**src/rtl/fetch_pkg.sv**
```systemverilog
// Shared types and elaboration-time legality helpers for the fetch PC unit.
package fetch_pkg;

  typedef enum logic [1:0] {
    IDLE = 2'd0,
    RUN  = 2'd1,
    HALT = 2'd2
  } state_e;

  function automatic bit width_ok(input int w);
    return w >= 2;
  endfunction

  // STEP must be a non-zero value that fits in WIDTH bits.
  function automatic bit step_ok(input longint step, input int w);
    if (step < 1) return 1'b0;
    if (w >= 63) return 1'b1;
    return step <= ((longint'(1) << w) - 1);
  endfunction

endpackage

```
**src/rtl/fetch_pc_unit_step_adder.sv**
```systemverilog
// Constant-increment ripple adder: half-adder cells where the STEP bit is 0,
// "add one" full-adder cells where it is 1.
module step_adder #(
  parameter int     WIDTH = 16,
  parameter longint STEP  = 1
) (
  input  logic [WIDTH-1:0] a,
  output logic [WIDTH-1:0] sum,
  output logic             cout
);

  localparam logic [WIDTH-1:0] B = WIDTH'(STEP);

  logic [WIDTH:0] c;
  assign c[0] = 1'b0;

  for (genvar i = 0; i < WIDTH; i++) begin : g_cell
    if (B[i]) begin : g_fa1
      assign sum[i]  = ~(a[i] ^ c[i]);
      assign c[i+1]  = a[i] | c[i];
    end else begin : g_ha
      assign sum[i]  = a[i] ^ c[i];
      assign c[i+1]  = a[i] & c[i];
    end
  end

  assign cout = c[WIDTH];

endmodule

```
**src/rtl/fetch_pc_unit.sv**
```systemverilog
// Registered, stallable fetch-address generator with redirect, halt/resume
// and selectable wrap-or-halt overflow behaviour.
module fetch_pc_unit
  import fetch_pkg::*;
#(
  parameter int               WIDTH        = 16,
  parameter longint           STEP         = 1,
  parameter logic [WIDTH-1:0] RESET_VECTOR = '0,
  parameter bit               WRAP_MODE    = 1'b1
) (
  input  logic             CLK,
  input  logic             RST_N,
  input  logic             ADDR_READY,
  input  logic             REDIRECT,
  input  logic [WIDTH-1:0] TARGET,
  input  logic             HALT_REQ,
  input  logic             RESUME,
  output logic [WIDTH-1:0] ADDR,
  output logic             ADDR_VALID,
  output logic             COUT,
  output logic             HALTED
);

  if (!width_ok(WIDTH)) begin : g_bad_width
    $error("fetch_pc_unit: WIDTH must be >= 2");
  end
  if (!step_ok(STEP, WIDTH)) begin : g_bad_step
    $error("fetch_pc_unit: STEP must be in 1 .. 2**WIDTH-1");
  end

  state_e           state_q, state_d;
  logic [WIDTH-1:0] addr_q, addr_d;
  logic             valid_q, valid_d;
  logic             cout_q, cout_d;
  logic             halted_q, halted_d;
  logic [WIDTH-1:0] sum;
  logic             carry;
  logic             hs;

  step_adder #(.WIDTH(WIDTH), .STEP(STEP)) u_step_adder (
    .a    (addr_q),
    .sum  (sum),
    .cout (carry)
  );

  always_comb begin
    state_d = state_q;
    addr_d  = addr_q;
    cout_d  = 1'b0;
    hs      = valid_q & ADDR_READY;
    case (state_q)
      IDLE: begin
        if (REDIRECT) addr_d = TARGET;
        state_d = RUN;
      end
      RUN: begin
        if (REDIRECT) begin
          addr_d  = TARGET;
          state_d = HALT_REQ ? HALT : RUN;
        end else if (hs && carry && !WRAP_MODE) begin
          // Overflow without wrap: keep the last good address and stop.
          cout_d  = 1'b1;
          state_d = HALT;
        end else begin
          if (hs) begin
            addr_d = sum;
            cout_d = carry;
          end
          state_d = HALT_REQ ? HALT : RUN;
        end
      end
      HALT: begin
        if (REDIRECT) addr_d = TARGET;
        if (RESUME) state_d = RUN;
      end
      default: state_d = IDLE;
    endcase
    valid_d  = (state_d == RUN);
    halted_d = (state_d == HALT);
  end

  always_ff @(posedge CLK or negedge RST_N) begin
    if (!RST_N) begin
      state_q  <= IDLE;
      addr_q   <= RESET_VECTOR;
      valid_q  <= 1'b0;
      cout_q   <= 1'b0;
      halted_q <= 1'b0;
    end else begin
      state_q  <= state_d;
      addr_q   <= addr_d;
      valid_q  <= valid_d;
      cout_q   <= cout_d;
      halted_q <= halted_d;
    end
  end

  assign ADDR       = addr_q;
  assign ADDR_VALID = valid_q;
  assign COUT       = cout_q;
  assign HALTED     = halted_q;

endmodule

```
**config.mk**
```make
export PLATFORM = sky130hd
export DESIGN_NAME = fetch_pc_unit
export DESIGN_NICKNAME = d
export VERILOG_FILES = /design/src/rtl/fetch_pkg.sv /design/src/rtl/fetch_pc_unit_step_adder.sv /design/src/rtl/fetch_pc_unit.sv
export SDC_FILE = /design/constraint.sdc
export NUM_CORES = 1
export LEC_CHECK = 0
export ABC_CLOCK_PERIOD_IN_PS = 6500
export BUFFER_PORTS_ARGS = -buffer_cell sky130_fd_sc_hd__buf_2
export CAP_MARGIN = 20
export CORE_MARGIN = 2
export CORE_UTILIZATION = 54
export DETAILED_ROUTE_END_ITERATION = 7
export GPL_ROUTABILITY_DRIVEN = 0
export PLACE_DENSITY_LB_ADDON = 0.2
export SYNTH_ARGS = -nofsm -noshare
export SYNTH_HDL_FRONTEND = slang
export SYNTH_SLANG_ARGS = --single-unit
```
**constraint.sdc**
```tcl
create_clock -name CLK -period 6.5 [get_ports CLK]
set_input_delay 0.325 -clock CLK [delete_from_list [all_inputs] [get_ports CLK]]
set_output_delay 0.325 -clock CLK [all_outputs]
set_load 0.005 [all_outputs]
```
* After elaboration in Yosys (flattened, before gate mapping)
Index checks and enable logic that the tools add are counted.
** Storage, ports and cells
- Register bits after elaboration :: 21
- Logic and storage cells :: 57
** Operators by class
- Eq/ne operators :: 6
- Bitwise gates (word level) :: 32
- Reduce and logical (&&, ||, !) cells :: 4
- Mux-type cells :: 10
** Operator list (number)
- two-way mux 16 bit :: 3
- case mux 16 bit (2 select lines) :: 1
- bitwise AND 1 bit :: 16
- XOR 1 bit :: 15
- case mux 2 bit (3 select lines) :: 1
- equality test 2 x 1 -> 1 bit (second input constant) :: 2
- equality test 2 bit (second input constant) :: 2
- two-way mux 2 bit :: 2
- two-way mux 1 bit :: 3
- != test 3 bit (second input constant) :: 1
- AND reduction 3 bit :: 1
- zero test 2 bit :: 1
- != test 2 x 1 -> 1 bit (second input constant) :: 1
- nonzero test 2 bit :: 1
- OR reduction 2 bit :: 1
- NOT 1 bit :: 1

* Depth between registers and ports, before layout
Gate-level depths: netlist of run 1.
- Depth after elaboration :: 18
- Depth in mapped cells :: 17
- Mapped depth without buffers :: 17

* Cells and area by module
From an unflattened synthesis of run 1, not the netlist that was laid out.
** Unflattened totals
- Cells, all modules :: 84
- Area total of the unflattened synthesis :: 1265.0 um2
** By module, submodules not included
- fetch_pc_unit :: times used 1, sequential area each 525.5 um2, cells an instance 68, area each 1073.5 um2
- step_adder :: times used 1, sequential area each 0.0 um2, cells an instance 16, area each 191.4 um2

* Least setup slack after synthesis of run 1
Ideal clock, no wire load.
- Path kind :: flip-flop to flip-flop
- Start point :: reg addr_q[0], in the netlist ADDR[0]
- End point :: reg addr_q[15], in the netlist ADDR[15]
- Data required time :: 6.375 ns
- Setup time :: 0.125 ns
- Path buffers :: 0
- Arrival :: 3.598 ns
- Stages on the path, launching flop included :: 18
- Setup slack :: 2.777 ns
- Cells stage by stage :: dfrtp_1 > ha_1 > ha_1 > ha_1 > ha_1 > ha_1 > ha_1 > ha_1 > ha_1 > ha_1 > ha_1 > ha_1 > ha_1 > ha_1 > ha_1 > ha_1 > mux2_4 > mux2_4
** On the way
- Cells in the longest elaborated chain, start to end :: 18
** RTL lines
- start, declared :: line fetch_pc_unit.sv:32 : logic [WIDTH-1:0] addr_q, addr_d;
- start signal, assigned :: line fetch_pc_unit.sv:91 : addr_q <= addr_d;
- bitwise AND 1 bit (14 in a row) :: line fetch_pc_unit_step_adder.sv:23 : assign c[i+1] = a[i] & c[i];
- XOR 1 bit :: line fetch_pc_unit_step_adder.sv:22 : assign sum[i] = a[i] ^ c[i];
- two-way mux 16 bit :: line fetch_pc_unit.sv:65 : if (hs) begin
- two-way mux 16 bit :: line fetch_pc_unit.sv:57 : if (REDIRECT) begin
- case mux 16 bit (2 select lines) :: line fetch_pc_unit.sv:51 : case (state_q)
No other way between the ends. The select of a mux whose other input is x is not followed.
A chain may end at the register's enable or synchronous reset.

* Worst setup path in the final report of run 1
Same ends and word-level chain as after synthesis.

==> impl_metrics.csv, run 1 <==
group,metric,value,unit
min_path,holdCritPathClass,"input pin to flop",
power,internal_power,0.414,mW
sta,setup_tns,0,ps
cells_and_area,syn_to_final_growth,16.2,%
routing,met2WireLength,1090,um
synth,synth.avg_cell_area,14.5,um^2
setup_path,crit_path_max_fanout,5,
sta,finalCritPeriodShare,59.6,%
synth,synth_seq_cells,21,
power,power.switching,0.209,mW
power,p_seq_share,40.9,%
routing,vias,843,
routing,via_per_inst,5.30,
global_routing,antenna_found_initial,0,
cells_and_area,fin_cells,159,
global_routing,grt-ovfl-total,0,
min_path,hold_path_startpoint,"HALT_REQ",
routing,dr_wl_met3,120,um
cts,clkLatencyLatePin,290,ps
power,clkPwrFrac,9.9,%
place,placed_area,0.00150,mm^2
sta,fin_skew,6.33,ps
power,peakVddDrop,0.248,mV
routing,firstDrtPassIters,3,
min_path,worst_hold_path.num_cells,3,
cells_and_area,num-fill-cells,192,
power,p_leak,0.828,nW
cells_and_area,final_layout_size_suffix_gt1_share,58.0,%
synth,synth_enable_flop_cells,0,
die,die_area,0.00285,mm^2
cells_and_area,stdcell_area,0.00153,mm^2
die,die_w,53.4,um
power,combPwrFrac,49.2,%
setup_path,arrival,4070,ps
place,placedCellCount,154,
cts,cts.sinks,21,
routing,drt_iter0_markers,3,
cts,numCtsBuffers,3,
synth,async_reset_ff_share,100,%
setup_path,reg2regPathDepth,17,
cts,htreeDepth,1,
synth,yosys_most_used_dff,"dfrtp_1",
cells_and_area,final_common_cell,"buf_2",
sta,setup_violations,0,
sta,fin_crit,3870,ps
sta,tightest_slew,1100,ps
setup_path,critPathCaptureType,"flop",
job,cap_violations,0,
setup_path,crit_start,"ADDR[0]",
global_routing,grt_max_degree,22,
die,die_h,53.4,um
routing,met1_length,940,um
cells_and_area,layout.nets,169,
cts,clkTransAtPathRegs,120,ps
synth,syn-num-nets,128,
place,io_buffers,40,
routing,antenna_left,0,
routing,drt-total-wl,2160,um
die,ioPinCount,41,
run_status,status,"complete, no violations",
place,post-place-ws,2630,ps
setup_path,cp-start-kind,"flop",
cts,cts_tree,"done",
cells_and_area,final_cell_mix,"40 x buf_2, 21 x dfrtp_1, 20 x mux2_4",
cts,cts_resized,0,
synth,synth_area,0.00132,mm^2
die,initial_core_util,58.4,%
synth,seq_area_frac_synth,39.9,%
cts,root_buffer,"clkbuf_4",
sta,drv_slew,0,
power,power,0.623,mW
cells_and_area,n_antenna_cell,0,
die,design.core.area,0.00225,mm^2
sta,worst_slack,2630,ps
sta,clock.fmax,0.258,GHz
power,power_density,407,mW/mm^2
sta,rsz0062_at_grt,"no",
sta,slew_headroom,26.9,%
global_routing,grt_pass1_vias,843,
setup_path,critPathRequiredTime,6690,ps
routing,drc_errors,0,
routing,wl_per_cell,13.6,um
power,swShare,33.5,%
global_routing,grtUsageTotal,17.1,%
synth,ys_warn_count,0,
setup_path,r2r_start,"ADDR[0]",
setup_path,crit_type,"flop to flop",
synth,synth_cell_types,21,
place,post-dp-hpwl,1680,um
cts,ctsLongestPathBuffers,2,
sta,hold_violations,0,
synth,syn_inst,91,
die,rows,17,
routing,highest_layer,"met4",
global_routing,grt_pass1_wl,3510,um
==> sequential cells by signal (all words and copies together), names as in the netlist <==
name        count
ADDR           16
ADDR_VALID      1
state_q         2
COUT            1
HALTED          1
==> cell families after synthesis <==
family / share of synthesized area, %
fa+ha+maj: 14.2
mux: 31.3
buf+inv: 4.37
simple gates: 4.56
compound gates: 5.60
flops: 39.9
==> per-layer routing <==
metal	global-route usage, %	up-vias
li1	-	414
met1	19.0	402
met2	32.7	25
met3	3.11	2
met4	4.70	0
met5	0	-
==> power by group through the flow <==
stage / registers, mW / clock network [mW] / logic [mW]
2_1_floorplan: 0.246 / 0 / 0.243
5_1_grt: 0.267 / 0.0702 / 0.341
3_3_place_gp: 0.254 / 0 / 0.302
3_5_place_dp: 0.259 / 0 / 0.311
4_1_cts: 0.257 / 0.0648 / 0.313
6_report: 0.255 / 0.0615 / 0.306
==> critical path, cell delays in order (launching register included) <==
cell     delay, ps
dfrtp_1        450
ha_1           220
ha_1           180
ha_1           170
ha_1           180
ha_1           180
ha_1           180
ha_1           180
ha_1           170
ha_1           180
ha_1           180
ha_1           180
ha_1           190
ha_1           180
ha_1           180
ha_1           260
mux2_4         260
mux2_4         250
==> path summary, 6_finish.rpt <==
| path | endpoint | slack [ps] |
|---|---|---|
| worst min register to register | ADDR[3] | 550 |
| max in group asynchronous | ADDR[8] | 5670 |
| worst max register to register | ADDR[15] | 2630 |
| worst max-delay path | ADDR[15] | 2630 |
| min in group asynchronous | ADDR[11] | 500 |
| worst min-delay path | state_q[1] | 320 |
==> area by class of cell <==
type                       instances  area (um^2)  share of cell area [%]
multi-input combinational         65          734                    48.0
sequential                        21          526                    34.3
timing repair buffer              41          210                    13.7
tap                               28         35.0                    2.29
clock buffer                       4         26.3                    1.72
==> metrics by stage <==
| step | hold slack (ps) | utilization [%] |
|---|---|---|
| finish | 315 | 67.9 |
| global route | 327 | 67.9 |
| CTS | 307 | 67.9 |
| detailed placement | 322 | 66.3 |
| global placement | 314 | 66.3 |
| floorplan | 29.4 | - |
==> cell usage after synthesis, types with 2 or more instances <==
cell type | instances | area share (%)
mux2_4 | 20 | 23
dfrtp_1 | 21 | 40
o21ai_0 | 2 | 0.76
ha_1 | 15 | 14
buf_6 | 3 | 2.6
mux2_2 | 10 | 8.5
nor2_1 | 2 | 0.57
nand2_1 | 2 | 0.57
a21oi_1 | 3 | 1.1
a21boi_0 | 2 | 1.1
==> what timing repair did <==
item / 4_1_cts / 5_1_grt
hold buffers: 1 / 0
setup buffers: 0 / 0
endpoints found under the hold margin: 21 / 0
setup endpoints to repair: 0 / 0
Power figures use the tool's default switching activity.
==> run 2, diff against run 1 <==
Settings changed: ABC_AREA set to 1, ABC_CLOCK_PERIOD_IN_PS 6500 to 3900, CORE_UTILIZATION 54 to 50.
Clock period 6.5 ns to 3.9 ns, I/O delays scaled along.
==> run 2 against run 1 <==
Clock skew increased by 2.9 ps; cell count increased by 40%; sequential share of layout area increased by 0.80 points; register-to-register slack got worse by 2300 ps; maximum frequency increased by 8.5%; synthesized cell count increased by 69%; setup slack got worse by 2300 ps; critical path depth increased by 2; design area decreased by 2.3%; largest cell class unchanged; total power increased by 53%.
==> impl_metrics.csv, run 2 <==
group,metric,value,unit
run_status,status,"complete, no violations",
synth,synth_enable_flop_cells,0,
die,initial_core_util,52.1,%
place,post-dp-hpwl,1900,um
global_routing,grt-ovfl-total,0,
cts,cts_resized,0,
sta,setup_tns,0,ps
setup_path,cp-endpoint,"ADDR[15]",
place,placedCellCount,217,
sta,hold_violations,0,
sta,clock.fmax,0.280,GHz
sta,slew_headroom,50.0,%
setup_path,rrSetupSlack,330,ps
sta,finalCritPeriodShare,91.5,%
global_routing,grtUsageTotal,22.1,%
setup_path,crit_start,"ADDR[0]",
routing,vias,1148,
setup_path,cpLargestDelayFamily,"adder cells",
min_path,worst_hold_path.num_cells,3,
die,ioPinCount,41,
synth,syn-num-nets,191,
cts,root_buffer,"clkbuf_4",
sta,rsz0062_at_grt,"no",
synth,synth_seq_cells,21,
setup_path,crit_cells,19,
place,io_buffers,40,
die,die_w,54.6,um
routing,drt-total-wl,2710,um
cts,cts_tree,"done",
synth,async_reset_ff_share,100,%
setup_path,arrival,3780,ps
cells_and_area,stdcell_area,0.00150,mm^2
synth,synth.avg_cell_area,8.31,um^2
synth,synth_cell_types,18,
cts,clkLatencyLatePin,310,ps
synth,netlist_top_cells_area,"dfrtp_1 41%, nand2_1 19%, ha_1 15%, nand3_1 12%, buf_6 2.6%",
synth,synth_common_cells,"65 x nand2_1, 31 x nand3_1, 21 x dfrtp_1, 15 x ha_1, 3 x buf_6",
setup_path,r2r_start,"ADDR[0]",
setup_path,critPathMostFrequentCell,"ha_1",
global_routing,grt_max_degree,23,
synth,post-synth-top-area-fraction,41.1,%
setup_path,worstPathCellList,"ha_1, ha_1, ha_1, ha_1, ha_1, ha_1, ha_1, ha_1, ha_1, ha_1, ha_1, ha_1, ha_1, ha_1, ha_1, nand3_1, nand2_1, nand2_1, nand2_1",
setup_path,crit_path_max_fanout,4,
cts,clkTransAtPathRegs,130,ps
synth,seq_area_frac_synth,41.1,%
die,die_h,54.6,um
global_routing,grt_pass1_vias,1086,
power,p_leak,0.907,nW
synth,yosys_most_used_dff,"dfrtp_1",
place,placed_area,0.00146,mm^2
cts,ctsLongestPathBuffers,2,
cells_and_area,n_antenna_cell,0,
cells_and_area,num-fill-cells,229,
setup_path,critPathMaxStageDelay,420,ps
setup_path,crit_type,"flop to flop",
cts,cts.sinks,21,
sta,fin_skew,9.24,ps
setup_path,crit_buf_inv,0,
sta,tightest_slew,751,ps
cells_and_area,fin_cells,222,
min_path,holdCritPathClass,"input pin to flop",
die,design.core.area,0.00245,mm^2
power,power_density,638,mW/mm^2
synth,synth_top_cell_by_area,"dfrtp_1",
routing,firstDrtPassIters,4,
setup_path,critPathRequiredTime,4110,ps
sta,drv_slew,0,
cells_and_area,multi_input_area,688,um^2
synth,synth_area,0.00128,mm^2
setup_path,worstReg2RegEnd,"ADDR[15]",
global_routing,antenna_found_initial,0,
sta,fin_crit,3570,ps
routing,drc_errors,0,
setup_path,reg2regPathDepth,19,
cells_and_area,largest_register_ffs,16,
cells_and_area,final_layout_size_suffix_gt1_share,26.0,%
setup_path,critPathCaptureType,"flop",
cells_and_area,final_cell_mix,"65 x nand2_1, 40 x buf_2, 31 x nand3_1",
cts,numCtsBuffers,3,
sta,setup_violations,0,
synth,yosysMostFrequentCell,"nand2_1",
cts,htreeDepth,1,
die,die_area,0.00298,mm^2
setup_path,cp-start-kind,"flop",
job,cap_violations,0,
power,power,0.954,mW
synth,syn_inst,154,
die,rows,18,
cells_and_area,seqCellArea,526,um^2
routing,drt_iter0_markers,18,
setup_path,critPathSlowestCell,"dfrtp_1",
synth,ys_warn_count,0,
routing,antenna_left,0,
power,peakVddDrop,0.413,mV
routing,via_per_inst,5.17,
cells_and_area,syn_to_final_growth,16.9,%
global_routing,grt_pass1_wl,4700,um
cells_and_area,final_common_cell,"nand2_1",
routing,wl_per_cell,12.2,um
cells_and_area,layout.nets,230,
==> run 2: per-stage QoR <==
stage	utilization, %	hold slack, ps	setup WS, ps
after CTS	61.0	129	319
after floorplan	-	-101	498
after detailed placement	59.4	185	359
final	61.0	136	330
after global routing	61.0	127	149
after global placement	59.4	179	406
==> run 2: what timing repair did <==
item                      4_1_cts  5_1_grt
hold buffers                    1        0
hold endpoints to repair       21        0
buffers inserted                0        0
==> run 2: logic make-up (layout without fill, tap and decap cells) <==
family	Yosys count	after routing	synth area share (%)
buffers and inverters	9	47	5.18
AO/OA/AOI/OAI	3	3	1.17
flip-flops	21	21	41.1
AND/OR/NAND/NOR	106	106	37.9
adder cells (fa/ha/maj)	15	15	14.7
==> run 2: power breakdown <==
group / switching (mW) / internal, mW
registers: 0.118 / 0.315
clock network: 0.0726 / 0.0383
logic: 0.226 / 0.184
==> run 2: worst min-delay path by stage <==
stage / startpoint / slack (ps) / endpoint
after global routing: ADDR_READY / 130 / COUT
after floorplan: RST_N / -100 / ADDR[0]
after detailed placement: RST_N / 180 / HALTED
after CTS: ADDR_READY / 130 / COUT
final: ADDR_READY / 140 / COUT
after global placement: RST_N / 180 / HALTED
==> run 2: layer usage <==
| layer | routed length, um | GRT usage, % |
|---|---|---|
| met5 | 0 | 0 |
| met4 | 15 | 7.92 |
| met3 | 102 | 2.46 |
| met2 | 1390 | 39.5 |
| met1 | 1200 | 27.0 |
==> run 2: cell type report <==
type	count	share of cell area, %
Sequential cell	21	35.1
Tap cell	30	2.51
Timing Repair Buffer	41	14.0
Clock inverter	1	0.334
Multi-Input combinational cell	124	46.0
Inverter	2	0.502
Clock buffer	3	1.51
==> run 2: worst register-to-register path, delay by kind of cell, from the launching register on <==
family | cells | cell delay [ps]
fa+ha+maj | 15 | 2810
flops | 1 | 420
simple gates | 4 | 240
